### src/rtl/instr_bank.sv
// Writable instruction store: streamed load port plus a one-cycle registered fetch port.
// Fetches are gated by mode (RUN only) and by the loaded program length.
module instr_bank #(
  parameter int ADDR_W = 8,
  parameter int DATA_W = 8,
  parameter int DEPTH  = 1 << ADDR_W
) (
  input  logic              clk,
  input  logic              nrst,
  input  logic              load_en,
  input  logic              load_valid,
  input  logic [DATA_W-1:0] load_data,
  output logic              load_ready,
  output logic              load_ovf,
  output logic [ADDR_W:0]   prog_len,
  input  logic              rd_req,
  input  logic [ADDR_W-1:0] rd_addr,
  output logic              rd_valid,
  output logic [DATA_W-1:0] rd_data,
  output logic              rd_err,
  output logic              busy
);

  localparam int IDX_W = (DEPTH > 1) ? $clog2(DEPTH) : 1;
  localparam logic [ADDR_W:0] DEPTH_L = (ADDR_W + 1)'(DEPTH);

  typedef enum logic [1:0] {IDLE, LOAD, RUN} state_t;

  state_t              state_reg, state_next;
  logic [ADDR_W:0]     prog_len_reg;
  logic                ovf_reg;
  logic                rd_valid_reg;
  logic                rd_err_reg;
  logic [DATA_W-1:0]   mem_q_reg;
  logic [DATA_W-1:0]   mem [DEPTH];

  logic                enter_load;
  logic                full;
  logic                accept;
  logic                drop;
  logic                rd_reject;
  logic [IDX_W-1:0]    wr_idx;
  logic [IDX_W-1:0]    rd_idx;

  always_comb begin
    state_next = state_reg;
    case (state_reg)
      IDLE:    if (load_en)  state_next = LOAD;
      LOAD:    if (!load_en) state_next = RUN;
      RUN:     if (load_en)  state_next = LOAD;
      default: state_next = IDLE;
    endcase
  end

  // The write pointer is prog_len itself, so clearing it on LOAD entry restarts the program.
  assign enter_load = (state_next == LOAD) && (state_reg != LOAD);
  assign full       = (prog_len_reg == DEPTH_L);
  assign load_ready = (state_reg == LOAD) && load_en && !full;
  assign accept     = load_ready && load_valid;
  assign drop       = (state_reg == LOAD) && load_en && load_valid && full;
  assign wr_idx     = prog_len_reg[IDX_W-1:0];

  assign rd_reject  = (state_reg != RUN) ||
                      ({1'b0, rd_addr} >= prog_len_reg) ||
                      ({1'b0, rd_addr} >= DEPTH_L);
  assign rd_idx     = rd_reject ? '0 : rd_addr[IDX_W-1:0];

  always_ff @(posedge clk or negedge nrst) begin
    if (!nrst) begin
      state_reg    <= IDLE;
      prog_len_reg <= '0;
      ovf_reg      <= 1'b0;
      rd_valid_reg <= 1'b0;
      rd_err_reg   <= 1'b0;
    end else begin
      state_reg    <= state_next;
      rd_valid_reg <= rd_req;
      rd_err_reg   <= rd_req && rd_reject;
      if (enter_load) begin
        prog_len_reg <= '0;
        ovf_reg      <= 1'b0;
      end else begin
        if (accept) prog_len_reg <= prog_len_reg + (ADDR_W + 1)'(1);
        if (drop)   ovf_reg      <= 1'b1;
      end
    end
  end

  // Storage carries no reset so it can map onto block RAM; prog_len hides stale words.
  always_ff @(posedge clk) begin
    if (accept) mem[wr_idx] <= load_data;
    if (rd_req) mem_q_reg   <= mem[rd_idx];
  end

  assign rd_valid = rd_valid_reg;
  assign rd_err   = rd_err_reg;
  assign rd_data  = (rd_valid_reg && !rd_err_reg) ? mem_q_reg : '0;
  assign prog_len = prog_len_reg;
  assign load_ovf = ovf_reg;
  assign busy     = (state_reg != RUN);

endmodule

### config.mk
export PLATFORM = sky130hd
export DESIGN_NAME = instr_bank
export DESIGN_NICKNAME = d
export VERILOG_FILES = /design/src/rtl/instr_bank.sv
export SDC_FILE = /design/constraint.sdc
export NUM_CORES = 2
export LEC_CHECK = 0
export ABC_AREA = 1
export ABC_CLOCK_PERIOD_IN_PS = 3400
export CAP_MARGIN = 20
export CORE_ASPECT_RATIO = 1.2
export CORE_MARGIN = 4
export CORE_UTILIZATION = 50
export CTS_CLUSTER_SIZE = 24
export DETAILED_ROUTE_END_ITERATION = 6
export PLACE_DENSITY_LB_ADDON = 0.12
export SYNTH_ARGS = -nofsm -noshare
export SYNTH_HDL_FRONTEND = slang
export SYNTH_SLANG_ARGS = --single-unit
### constraint.sdc
create_clock -name clk -period 3.4 [get_ports clk]
set_clock_uncertainty 0.2 [all_clocks]
set_input_delay 0.68 -clock clk [delete_from_list [all_inputs] [get_ports clk]]
set_output_delay 0.68 -clock clk [all_outputs]
set_load 0.02 [all_outputs]
Word level (Yosys, flattened, before mapping):

Memory sizes are Yosys's and may differ from the RTL's. A register that Yosys moved wholly into a read port is not among the register bits.
Index checks and enable logic that the tools add are counted.

* $add $sub $neg: 1
* multiply operators: 0
* divide/modulo/power cells: 0
* order comparisons: 1
* equal/unequal tests: 6
* shifts and indexed selects: 0
* multiplexer cells: 11
* bitwise gates (word level): 0
* reduce and logical (&&, ||, !) cells: 15

Operators with widths (number)
* two-way mux 9 bit: 2
* two-way mux 8 bit: 2
* adder 9 x 1 -> 9 bit, second input constant: 1
* == test 9 bit, second input constant: 1
* greater-or-equal comparator 8 x 9 -> 1 bit: 1
* logical AND 1 bit: 8
* == test 2 x 1 -> 1 bit, second input constant: 2
* two-way mux 1 bit: 4
* two-way mux 2 bit: 2
* one-hot mux 2 bit (2 select lines): 1
* nonzero test 2 bit: 2
* == test 2 bit, second input constant: 1
* zero test 1 bit: 2
* zero test 2 bit: 1
* != test 2 x 1 -> 1 bit, second input constant: 1
* != test 2 bit, second input constant: 1
* OR reduction 2 bit: 1
* logical OR 1 bit: 1

* register bits after elaboration: 14
* latch bits: 0
* RAM bits: 2048
* ROM bits: 0
* memories: 1

Memory list
* mem: words 256, bits a word 8, rd ports 1, clocked after Yosys merged registers in 1, wr ports 1, RTL line 35 `logic [DATA_W-1:0] mem [DEPTH];`

Longest topological paths before layout:

* depth after elaboration: 6
* mapped depth: 22

Worst setup path before layout:

Ideal clock, no wire load.

* path type: input -> register
* start point: input port rd_addr[0]
* end point: register mem_q_reg[3], read port of mem (data pin)
* library setup time: 0.253 ns
* data arrival time: 2.986 ns
* required time: 2.947 ns
* slack: -0.040 ns
* cell stages on the path: 21
* buffers on the path: 4
* path through: clkbuf_1 clkbuf_1 inv_1 ha_1 inv_1 nand2_1 nand2_1 nor2_2 nor2_4 nand3_4 buf_4 buf_4 or2_2 nand3_1 nand3_1 nand3_1 nand3_1 nand3_1 nand3_1 nand3_1 nand2_1

* cells in the longest elaborated chain, start to end: 3

Ends and longest elaborated chain
* start: declaration: RTL line 17 `input logic [ADDR_W-1:0] rd_addr,`
* greater-or-equal comparator 8 x 9 -> 1 bit: RTL line 64 `({1'b0, rd_addr} >= prog_len_reg) ||`
* logical OR 1 bit: RTL line 63 `assign rd_reject = (state_reg != RUN) ||`
* two-way mux 8 bit *: RTL line 66 `assign rd_idx = rd_reject ? '0 : rd_addr[IDX_W-1:0];`
* end: declaration: RTL line 34 `logic [DATA_W-1:0] mem_q_reg;`

Mark *: on every way between the ends. The rest lies on a longest branch, timed or not.
A chain may end at the register's enable or synchronous reset.

Worst setup path after layout:

* start point: register prog_len_reg[7] (netlist: prog_len[7])
* end point: register mem_q_reg[5], read port of mem (data pin)

* cells in the longest elaborated chain, start to end: 3

Ends and longest elaborated chain
* start: declaration: RTL line 30 `logic [ADDR_W:0] prog_len_reg;`
* start signal: assignment: RTL line 83 `if (accept) prog_len_reg <= prog_len_reg + (ADDR_W + 1)'(1);`
* greater-or-equal comparator 8 x 9 -> 1 bit: RTL line 64
* logical OR 1 bit: RTL line 63
* two-way mux 8 bit: RTL line 66

Every way passes these cells.

==> metrics.md <==
| Metric | Value |
|---|---|
| Run status | finished, violations left |
| Violated checks | setup timing |
| Post-Syn Nets | 9039 |
| Finished Core Util | just over 60% |
| Multi-input gate area | approximately 0.023 mm2 |
| Worst rel slew slack | 34.4% |
| Largest fanout on the critical path | 7 |
| Most frequent cells in the layout | edfxtp_1 (2056), inv_1 (1753), nand3_1 (1678), nand2_1 (1211), nand4_1 (732) |
| Buffers on Ports | 42 |
| Least-Margin Pin Slew | between 900 and 1000 ps |
| Design Power | around 54 mW |
| PwrDens | about 480 mW/mm2 |
| Vias in the first global route | about 67000 |
| Critical path class | register to register |
| Dpl hpwl | ~180000 um |
| Register area share after synthesis | around 66% |
| Yosys cell types | 31 |
| Number of synthesized flops with an enable pin | roughly 2100 |
| Synth Flop Type | edfxtp_1 |
| Die width | ~400 um |
| Design Area, Final | about 0.11 mm2 |
| Std-Cell Rows | 173 |
| Reg-to-reg slack, setup | -160 ps |
| Final setup viols | 8 |
| Final #Nets | around 9500 |
| Max H-tree Level | 4 |
| MaxCap Viol Count | 0 |
| Via count | between 60000 and 70000 |
| Placed Area | slightly above 0.1 mm2 |
| Finished Layout Cells | about 12000 |
| Gr busiest metal | met2 |
| DR vias/cell | 5.76 |
| Met2 Usage GRT | between 40% and 50% |
| Yosys warns | 0 |
| Worst hold path type | input pin to register |
| Worst IR Drop VDD | ~0.54 mV |
| Sequential cell area | a little over 0.06 mm2 |
| Setup_tns | -1180 ps |
| Final Hold Viols | 0 |
| Unrepaired setup endpoints after global routing | true |
| Routed wire per std cell | 24.8 um |
| Average instance area after synthesis | between 10 and 15 um2 |
| Max Fclk | between 200 and 300 MHz |
| Clock sinks | about 2100 |
| Drt first pass iters | 6 |
| Layout fillers | 15100 |
| Initial Utilization | between 50% and 60% |
| First-pass GRT wire length | approximately 430000 um |
| Max reg flops | between 2000 and 2500 |
| Routability cong. | just over 0.9 |
| Core ar. | roughly 0.19 mm2 |
| Min Tclk post-route | about 3600 ps |
| TritonCTS clock tree | done |
| Post-synthesis async set-or-reset flop share | 0.676% |
| Total grt overflow | 0 |
| Final worst slack | -162 ps |
| Commonest non-fill, non-tap cell in the layout | edfxtp_1 |
| Clock insertion delay at the later pin of the skew report | between 800 and 900 ps |
| Synth Instances | about 9000 |
| Fin. max-slew vios | 0 |
| Largest net degree at the start of global routing | ~140 |
| Clock Path Buffers | 3 |
| Area delta synth->final | 20.1% |
| Mapped Area | approximately 0.093 mm2 |
| Startpoint types | register |
| Leakage | around 47 nW |
| Full die area | just under 0.2 mm2 |
| Crit. End Element | register |
| Routed Antenna Nets | 0 |
| Routed wire length | ~300000 um |
| CTS Buf Count | slightly above 200 |
| Clock Pin Slew Worst Setup and Hold Paths | ~70 ps |
| DR iter-0 viols | between 8000 and 9000 |
| Dpl cells | 11600 |
| Antenna violations before repair | 7 |
| Critical Path RT | 3930 ps |
| Post-route DRC | 0 |
| IO Count | 43 |
| Die Height | slightly below 500 um |
| Share of cells above drive strength 1 | ~15% |
| #FFs+latches synth | slightly above 2000 |
| Global routing usage on met3 | between 5 and 6% |
| Gr usage total | 30.0% |
| Root Buffer Master | clkbuf_16 |
| Arr. time, crit path | 4090 ps |
| Fin crit share | 105% |
| Global Route met1 Usage | about two fifths |
## cell families (layout without fill, tap and decap cells)
logic type | count (synthesis) | count (layout) | synth area share, %
AO/OA/AOI/OAI | 98 | 98 | 0.579
adder cells (fa/ha/maj) | 12 | 12 | 0.161
buffers and inverters | 2413 | 3061 | 10.2
flip-flops | 2070 | 2070 | 66.5
other | 0 | 3 | 0
AND/OR/NAND/NOR | 4413 | 4413 | 22.6
## worst max-delay path, cell delays in order, from the launching register on
cell and delay (ps):
dfrtp_1 380, inv_2 60, ha_1 290, inv_1 70, nor2_2 40, nand2_1 100, nor2_2 60, nor2_4 120
buf_6 130, buf_12 110, nand3_4 140, buf_8 180, buf_16 150, buf_12 140, nor2_1 90, o21ai_0 90
nand3_1 190, nand3_2 150, nand3_1 120, nand3_2 130, nand3_2 150, nand3_1 100, buf_4 160, nand2_1 40
## routing by layer
layer	vias to the layer above	wire (um)	share of wire, %
li1	31500	-	-
met1	34200	118000	39
met2	3363	140000	47
met3	654	26900	9.0
met4	6	14900	5.0
met5	-	44	0.015
## per-stage QoR
stage / hold slack (ps) / worst slack (ps)
2_1_floorplan: 184 / 50.0
3_3_place_gp: 292 / -1670
3_5_place_dp: 301 / -1630
4_1_cts: 15.3 / -204
5_1_grt: 41.5 / -298
6_report: 37.1 / -162
## final timing paths
check / startpoint / cells after the start / to
max in group asynchronous: nrst / 3 / prog_len[3]$_DFFE_PN0P_
min: load_data[1] / 1 / mem[66][1]$_DFFE_PP_
min reg2reg: load_ovf$_DFFE_PN0P_ / 2 / load_ovf$_DFFE_PN0P_
max reg2reg: prog_len[7]$_DFFE_PN0P_ / 23 / mem_q_reg[5]$_DFFE_PP_
min in group asynchronous: nrst / 3 / state_reg[1]$_DFF_PN0_
max: prog_len[7]$_DFFE_PN0P_ / 23 / mem_q_reg[5]$_DFFE_PP_
## synth_stat cells (14+ instances only)
| cell type | number | area share [%] |
|---|---|---|
| buf_1 | 38 | 0.15 |
| or2_0 | 32 | 0.21 |
| nor2_1 | 442 | 1.8 |
| dfrtp_1 | 14 | 0.38 |
| o21ai_0 | 56 | 0.30 |
| clkbuf_1 | 250 | 1.0 |
| nand2_1 | 1220 | 4.9 |
| nand4_1 | 732 | 4.9 |
| o21ai_1 | 14 | 0.075 |
| nand3_1 | 1908 | 10 |
| edfxtp_1 | 2056 | 66 |
| inv_1 | 1763 | 7.1 |
| o211ai_1 | 16 | 0.13 |
| buf_2 | 341 | 1.8 |
| or2_2 | 55 | 0.37 |
## layout make-up
| type | count | area share, % |
|---|---|---|
| Antenna cell | 3 | 0.00669 |
| Clock buffer | 250 | 4.80 |
| Clock inverter | 128 | 0.906 |
| Inverter | 1771 | 5.97 |
| Multi-Input combinational cell | 4523 | 20.8 |
| Sequential cell | 2070 | 55.3 |
| Tap cell | 2450 | 2.73 |
| Timing Repair Buffer | 912 | 9.39 |
## where the power goes
group | internal (mW) | leakage [nW] | switching [mW]
Clock | 12.1 | 3.14 | 9.81
Combinational | 1.08 | 24.9 | 2.63
Sequential | 28.1 | 18.7 | 0.0206
## what timing repair did
action / in CTS / in global routing
pin swaps: 25 / 46
hold buffers: 1 / 0
hold endpoints to repair: 14 / 0
setup endpoints to repair: 9 / 11
gates cloned: 24 / 27
setup buffers: 21 / 42
resized for setup: 222 / 201
(Power assumes the default switching activity.)
